**src/rtl/decode_cycle.sv**
```systemverilog
// decode_cycle
//
// Second stage of the RV32I pipeline, directly after fetch. It decodes the
// fetched instruction and registers the result for execute: register
// indices, funct3, the sign-extended immediate, the instruction class, the
// ALU operation and an illegal-encoding flag. It also detects load-use
// hazards, which cost one bubble while fetch is held.
//
// Ports
//   clk          clock; every register updates on the rising edge
//   reset_n      asynchronous active-low reset
//   i_ce         fetch slot valid
//   i_inst       instruction word from fetch
//   i_pc         PC of i_inst
//   i_stall      downstream stall; all registers hold
//   i_flush      taken branch/jump; the slot is killed
//   o_stall      stall to fetch (i_stall or load-use hazard)
//   o_flush      flush to fetch (equals i_flush)
//   o_ce         decoded slot valid
//   o_pc         PC of the decoded instruction
//   o_rs1_addr   rs1 index
//   o_rs2_addr   rs2 index
//   o_rd_addr    rd index
//   o_funct3     inst[14:12]
//   o_imm        sign-extended immediate
//   o_opcode     one-hot class: LUI AUIPC JAL JALR BRANCH LOAD STORE
//                OP_IMM OP FENCE SYSTEM (bit 0 upwards)
//   o_alu        one-hot ALU op: ADD SUB SLT SLTU XOR OR AND SLL SRL SRA
//                EQ NEQ GE GEU (bit 0 upwards)
//   o_illegal    unsupported encoding, meaningful while o_ce is high
module decode_cycle #(
    parameter logic [31:0] PC_RESET = 32'd0
) (
    input  logic        clk,
    input  logic        reset_n,
    input  logic        i_ce,
    input  logic [31:0] i_inst,
    input  logic [31:0] i_pc,
    input  logic        i_stall,
    input  logic        i_flush,
    output logic        o_stall,
    output logic        o_flush,
    output logic        o_ce,
    output logic [31:0] o_pc,
    output logic [4:0]  o_rs1_addr,
    output logic [4:0]  o_rs2_addr,
    output logic [4:0]  o_rd_addr,
    output logic [2:0]  o_funct3,
    output logic [31:0] o_imm,
    output logic [10:0] o_opcode,
    output logic [13:0] o_alu,
    output logic        o_illegal
);

    // Instruction class bit positions in o_opcode.
    localparam int C_LUI    = 0;
    localparam int C_AUIPC  = 1;
    localparam int C_JAL    = 2;
    localparam int C_JALR   = 3;
    localparam int C_BRANCH = 4;
    localparam int C_LOAD   = 5;
    localparam int C_STORE  = 6;
    localparam int C_OP_IMM = 7;
    localparam int C_OP     = 8;
    localparam int C_FENCE  = 9;
    localparam int C_SYSTEM = 10;

    // ALU operation bit positions in o_alu.
    localparam int A_ADD  = 0;
    localparam int A_SUB  = 1;
    localparam int A_SLT  = 2;
    localparam int A_SLTU = 3;
    localparam int A_XOR  = 4;
    localparam int A_OR   = 5;
    localparam int A_AND  = 6;
    localparam int A_SLL  = 7;
    localparam int A_SRL  = 8;
    localparam int A_SRA  = 9;
    localparam int A_EQ   = 10;
    localparam int A_NEQ  = 11;
    localparam int A_GE   = 12;
    localparam int A_GEU  = 13;

    // Classes that read rs1 / rs2.
    localparam logic [10:0] USES_RS1_MASK = 11'h1F8; // JALR BRANCH LOAD STORE OP_IMM OP
    localparam logic [10:0] USES_RS2_MASK = 11'h150; // BRANCH STORE OP

    // Integer ALU op selected by funct3; alt picks SUB/SRA over ADD/SRL.
    function automatic logic [13:0] alu_arith(input logic [2:0] f3, input logic alt);
        logic [13:0] a;
        a = '0;
        case (f3)
            3'b000:  a[alt ? A_SUB : A_ADD] = 1'b1;
            3'b001:  a[A_SLL] = 1'b1;
            3'b010:  a[A_SLT] = 1'b1;
            3'b011:  a[A_SLTU] = 1'b1;
            3'b100:  a[A_XOR] = 1'b1;
            3'b101:  a[alt ? A_SRA : A_SRL] = 1'b1;
            3'b110:  a[A_OR] = 1'b1;
            default: a[A_AND] = 1'b1;
        endcase
        return a;
    endfunction

    // ---- stage p0: combinational decode of the fetch slot ----
    logic [2:0]  funct3_p0;
    logic [6:0]  funct7_p0;
    logic [31:0] imm_i_p0, imm_s_p0, imm_b_p0, imm_u_p0, imm_j_p0;
    logic [31:0] imm_p0;
    logic [10:0] opc_p0;
    logic [13:0] alu_p0;
    logic        ill_p0;
    logic        uses_rs1_p0, uses_rs2_p0;
    logic        hazard;

    assign funct3_p0 = i_inst[14:12];
    assign funct7_p0 = i_inst[31:25];

    assign imm_i_p0 = {{20{i_inst[31]}}, i_inst[31:20]};
    assign imm_s_p0 = {{20{i_inst[31]}}, i_inst[31:25], i_inst[11:7]};
    assign imm_b_p0 = {{19{i_inst[31]}}, i_inst[31], i_inst[7], i_inst[30:25], i_inst[11:8], 1'b0};
    assign imm_u_p0 = {i_inst[31:12], 12'b0};
    assign imm_j_p0 = {{11{i_inst[31]}}, i_inst[31], i_inst[19:12], i_inst[20], i_inst[30:21], 1'b0};

    always_comb begin
        opc_p0 = '0;
        alu_p0 = '0;
        alu_p0[A_ADD] = 1'b1;
        imm_p0 = '0;
        ill_p0 = 1'b0;
        if (i_inst[1:0] != 2'b11) begin
            ill_p0 = 1'b1;
        end else begin
            case (i_inst[6:2])
                5'b01101: begin
                    opc_p0[C_LUI] = 1'b1;
                    imm_p0 = imm_u_p0;
                end
                5'b00101: begin
                    opc_p0[C_AUIPC] = 1'b1;
                    imm_p0 = imm_u_p0;
                end
                5'b11011: begin
                    opc_p0[C_JAL] = 1'b1;
                    imm_p0 = imm_j_p0;
                end
                5'b11001: begin
                    opc_p0[C_JALR] = 1'b1;
                    imm_p0 = imm_i_p0;
                    ill_p0 = (funct3_p0 != 3'b000);
                end
                5'b11000: begin
                    opc_p0[C_BRANCH] = 1'b1;
                    imm_p0 = imm_b_p0;
                    alu_p0 = '0;
                    case (funct3_p0)
                        3'b000:  alu_p0[A_EQ] = 1'b1;
                        3'b001:  alu_p0[A_NEQ] = 1'b1;
                        3'b100:  alu_p0[A_SLT] = 1'b1;
                        3'b101:  alu_p0[A_GE] = 1'b1;
                        3'b110:  alu_p0[A_SLTU] = 1'b1;
                        3'b111:  alu_p0[A_GEU] = 1'b1;
                        default: ill_p0 = 1'b1;
                    endcase
                end
                5'b00000: begin
                    opc_p0[C_LOAD] = 1'b1;
                    imm_p0 = imm_i_p0;
                    ill_p0 = (funct3_p0 == 3'b011) || (funct3_p0 == 3'b110) || (funct3_p0 == 3'b111);
                end
                5'b01000: begin
                    opc_p0[C_STORE] = 1'b1;
                    imm_p0 = imm_s_p0;
                    ill_p0 = (funct3_p0 >= 3'b011);
                end
                5'b00100: begin
                    opc_p0[C_OP_IMM] = 1'b1;
                    imm_p0 = imm_i_p0;
                    // Only the right-shift immediate has an alternate form.
                    alu_p0 = alu_arith(funct3_p0, (funct3_p0 == 3'b101) && (funct7_p0 == 7'h20));
                    if (funct3_p0 == 3'b001)
                        ill_p0 = (funct7_p0 != 7'h00);
                    else if (funct3_p0 == 3'b101)
                        ill_p0 = (funct7_p0 != 7'h00) && (funct7_p0 != 7'h20);
                end
                5'b01100: begin
                    opc_p0[C_OP] = 1'b1;
                    alu_p0 = alu_arith(funct3_p0, funct7_p0 == 7'h20);
                    if ((funct7_p0 != 7'h00) && (funct7_p0 != 7'h20))
                        ill_p0 = 1'b1;
                    else if ((funct7_p0 == 7'h20) && (funct3_p0 != 3'b000) && (funct3_p0 != 3'b101))
                        ill_p0 = 1'b1;
                end
                5'b00011: opc_p0[C_FENCE] = 1'b1;
                5'b11100: opc_p0[C_SYSTEM] = 1'b1;
                default:  ill_p0 = 1'b1;
            endcase
        end
        // An illegal word carries no class and a harmless ADD.
        if (ill_p0) begin
            opc_p0 = '0;
            alu_p0 = '0;
            alu_p0[A_ADD] = 1'b1;
        end
    end

    assign uses_rs1_p0 = |(opc_p0 & USES_RS1_MASK);
    assign uses_rs2_p0 = |(opc_p0 & USES_RS2_MASK);

    // A load sitting in the output slot whose rd is read by the incoming
    // instruction: execute cannot forward load data yet, so insert a bubble.
    assign hazard = o_ce & o_opcode[C_LOAD] & (o_rd_addr != 5'd0) & i_ce &
                    ((uses_rs1_p0 & (i_inst[19:15] == o_rd_addr)) |
                     (uses_rs2_p0 & (i_inst[24:20] == o_rd_addr)));

    assign o_stall = i_stall | hazard;
    assign o_flush = i_flush;

    // ---- stage p1: registered slot presented to execute ----
    always_ff @(posedge clk or negedge reset_n) begin
        if (!reset_n) begin
            o_ce       <= 1'b0;
            o_pc       <= PC_RESET;
            o_rs1_addr <= '0;
            o_rs2_addr <= '0;
            o_rd_addr  <= '0;
            o_funct3   <= '0;
            o_imm      <= '0;
            o_opcode   <= '0;
            o_alu      <= '0;
            o_illegal  <= 1'b0;
        end else if (i_flush) begin
            o_ce <= 1'b0;
        end else if (i_stall) begin
            o_ce <= o_ce;
        end else if (hazard) begin
            // Bubble: the held fields stay, and with o_ce low the hazard
            // drops next cycle so the stalled instruction loads.
            o_ce <= 1'b0;
        end else begin
            o_ce       <= i_ce;
            o_pc       <= i_pc;
            o_rs1_addr <= i_inst[19:15];
            o_rs2_addr <= i_inst[24:20];
            o_rd_addr  <= i_inst[11:7];
            o_funct3   <= funct3_p0;
            o_imm      <= imm_p0;
            o_opcode   <= opc_p0;
            o_alu      <= alu_p0;
            o_illegal  <= ill_p0;
        end
    end

endmodule

```
**config.mk**
```make
export PLATFORM = sky130hd
export DESIGN_NAME = decode_cycle
export DESIGN_NICKNAME = d
export VERILOG_FILES = /design/src/rtl/decode_cycle.sv
export SDC_FILE = /design/constraint.sdc
export NUM_CORES = 1
export LEC_CHECK = 0
export CAP_MARGIN = 10
export CELL_PAD_IN_SITES_DETAIL_PLACEMENT = 0
export CELL_PAD_IN_SITES_GLOBAL_PLACEMENT = 2
export CORE_UTILIZATION = 39
export CTS_CLUSTER_SIZE = 12
export DETAILED_ROUTE_END_ITERATION = 8
export DONT_BUFFER_PORTS = 1
export HOLD_SLACK_MARGIN = 0.03
export PLACE_DENSITY = 0.86
export SETUP_SLACK_MARGIN = 0.2
export SYNTH_ARGS = -nofsm -noshare
export SYNTH_HDL_FRONTEND = slang
export SYNTH_SLANG_ARGS = --single-unit
```
**constraint.sdc**
```tcl
create_clock -name clk -period 3.1 [get_ports clk]
set_input_delay 0.62 -clock clk [delete_from_list [all_inputs] [get_ports clk]]
set_output_delay 0.62 -clock clk [all_outputs]
set_load 0.02 [all_outputs]
```
==> metrics.md <==
| Metric | Value |
|---|---|
| Status | complete, but fails checks |
| Failing checks | hold timing |
| Max Fanout on Critical Path | 3 |
| Vias in the first global route | 3,615 |
| Gr usage total | 0.206 |
| Post-route ant nets | 0 |
| Largest family of logic cells by synthesized area | multiplexers |
| Avg Vias per Cell | 5.84 |
| I/O Buffers | 0 |
| Tcrit/Tclk final | 0.940 |
| Initial antenna violation count | 0 |
| Critical path class | in -> out |
| H-tree depth | 3 |
| Largest net degree at the start of global routing | 110 |
| Via count | 3,444 |
| Most common cell in the netlist | dfrtp_1 |
| Inserted Clock Buffers | 9 |
| Max Root-Sink Buffers | 2 |
| Post-Synth Simple-Gate Area | 0.104 |
| Lkg Pwr | 0.00237 uW |
| Dpl cell area | 0.00520 sq mm |
| Nets | slightly below 500 |
| Number of clock sinks | 109 |
| Async S/R FF share, synth | 1.00 |
| CTS clk-pin slew, worst paths | around 0.07 ns |
| Startpoint Class | input pin |
| Initial DRC Count | 159 |
| Synthesized-area fraction occupied by adder cells | 0 |
| Synth top cells by count | dfrtp_1, mux2_2, nor2_1, nand2_1, a22o_1 |
| Die H | 115 microns |
| Share of cells above drive strength 1 | 0.268 |
| Antenna cell count | 0 |
| Dominant synthesized flop cell | dfrtp_1 |
| RSZ-0062 raised after global routing | true |
| Final setup vio count | 0 |
| WL final | 13,100 microns |
| Syn Std Cell Area | between 0.004 and 0.005 sq mm |
| Worst-case vdd ir drop | 0.333 mV |
| Hold/Removal Path Class | in -> async |
| Root Buffer | clkbuf_16 |
| Multiplexer area fraction after synthesis | 0.149 |
| Count of max-cap constraint violations | 0 |
| Relative slew slack | 0.257 |
| Upper clock frequency limit | 343 MHz |
| Routed len/inst | between 20 and 25 microns |
| Final hold slack | -0.0419 ns |
| Mapped Nets | 484 |
| Fin util | 0.460 |
| Critical path capture point type | output pin |
| # DRC | 0 |
| Netlist cell types | 53 |
| Synthesis-stage register bit count | 109 |
| Chip width | 115 microns |
| Global-route wire length before repair | 20,300 microns |
| Number of synthesized flops with an enable pin | 0 |
| Initial Utilization | 0.407 |
| Syn avg cell area | 12.0 sq um |
| Fill count | 1,142 |
| Core Area | 0.0122 sq mm |
| Post-synth top area share | 0.549 |
| Routability congestion estimate | 0.762 |
| Final Slew Violations | 0 |
| Io pins | 180 |
| Worst-Skew Late Latency | 0.35 ns |
| FP Rows | 40 |
| Worst EP required | 2.48 ns |
| Final Hold Vio Count | 55 |
| Pwr Density | a little over 600 mW/mm^2 |
| Compound-gate portion of the synthesized area | 0.141 |
| Xor/xnor cell area share of the yosys netlist | 0.0194 |
| YS warnings | 0 |
| Synth area leaders | dfrtp_1, mux2_2, a22o_1 |
| Cell taking the most area after synthesis | dfrtp_1 |
| Post-route minimum period | around 3 ns |
| Setup TNS | 0 ns |
| CP Data Arrival Time | 2.29 ns |
| Worst-Margin Slew | 1.11 ns |
| Design area | approximately 0.0056 sq mm |
| Post-DP HPWL | 9270 microns |
| Area delta synth->final | 13.1% |
| Power, Total | approximately 3400 uW |
| Die footprint | between 0.01 and 0.015 sq mm |
| Gr ovfl total | 0 |
| Register area share after synthesis | 0.549 |
| CTS tree | yes |
| DRT Pass-1 Iters | 4 |
| Gate Count Post-Synth | 415 |
| Clock skew | 0.00782 ns |
==> per-stage QoR <==
stage / setup slack (ns) / std cells
after floorplan: 0.200 / 415
after global placement: -0.0413 / 569
after detailed placement: -0.0290 / 569
after CTS: 0.0620 / 588
after global routing: 0.122 / 590
final: 0.187 / 590
==> routing by layer <==
metal | GRT usage | vias to the layer above | wire [microns]
met4 | 0.0952 | 0 | 199
met5 | 0 | - | 0
met1 | 0.247 | 1755 | 5470
met2 | 0.333 | 154 | 6190
li1 | - | 1524 | -
met3 | 0.0738 | 11 | 1200
==> kinds of logic after synthesis <==
| logic type | count (synthesis) |
|---|---|
| xor+xnor | 11 |
| mux | 66 |
| simple gates | 103 |
| compound gates | 90 |
| flops | 109 |
| buf+inv | 36 |
==> layout by cell type (no fill, tap or decap), types with 6 or more instances in the layout <==
cell type,netlist,layout
clkbuf_16,0,9
inv_1,6,6
nor4_1,6,6
buf_4,1,17
a22o_1,21,21
nand3_1,6,6
a2bb2oi_1,12,12
a32o_1,9,9
nor2_1,30,29
nand2_1,25,25
and3_1,6,6
a31oi_1,8,8
mux2_2,62,62
xnor2_1,7,7
dfrtp_1,109,107
o21ai_0,10,9
nor3_1,8,8
==> final timing paths <==
path / depth (start not counted) / startpoint / endpoint / slack [ns]
min reg2reg: 1 / o_opcode[1] / o_opcode[1] / 0.63
min: 0 / reset_n / o_alu[9] / -0.04
min in group clk: 1 / i_flush / o_ce / 0.38
max reg2reg: 7 / o_rd_addr[2] / o_imm[17] / 0.54
max in group asynchronous: 0 / reset_n / o_rd_addr[0] / 2.90
max: 6 / i_inst[28] / o_stall / 0.19
==> registers in the layout, summed over array words and instances (netlist names) <==
register    cells
o_illegal       1
o_pc           32
o_funct3        3
o_rd_addr       5
o_rs2_addr      5
o_opcode       11
o_ce            1
o_imm          32
o_rs1_addr      5
o_alu          14
==> power by group <==
part	switching, uW	leakage, uW	internal (uW)
combinational	114	0.000828	160
clock	511	0.000166	815
sequential	256	0.00138	1540
==> timing repair <==
action | in CTS | in global routing
setup endpoints to repair | 1 | 2
pin swaps | 6 | 4
setup buffers | 3 | 2
gates resized for setup | 7 | 4
hold endpoints to repair | 109 | 109
==> cell type report <==
class	instances	area [sq um]	area share
inverters	6	22.5	0.00401
clock inverters	5	106	0.0189
repair buffers	21	208	0.0369
well taps	168	210	0.0374
multi-input cells	270	2100	0.374
flip-flops and latches	109	2730	0.486
clock buffers	11	243	0.0432
==> worst max-delay path, stage by stage <==
cell	delay [ns]
or4_4	0.54
nor3_4	0.23
a211oi_2	0.12
or4_4	0.53
nor2_4	0.11
or2_4	0.15
No activity file was read; power rests on OpenSTA's default activity.
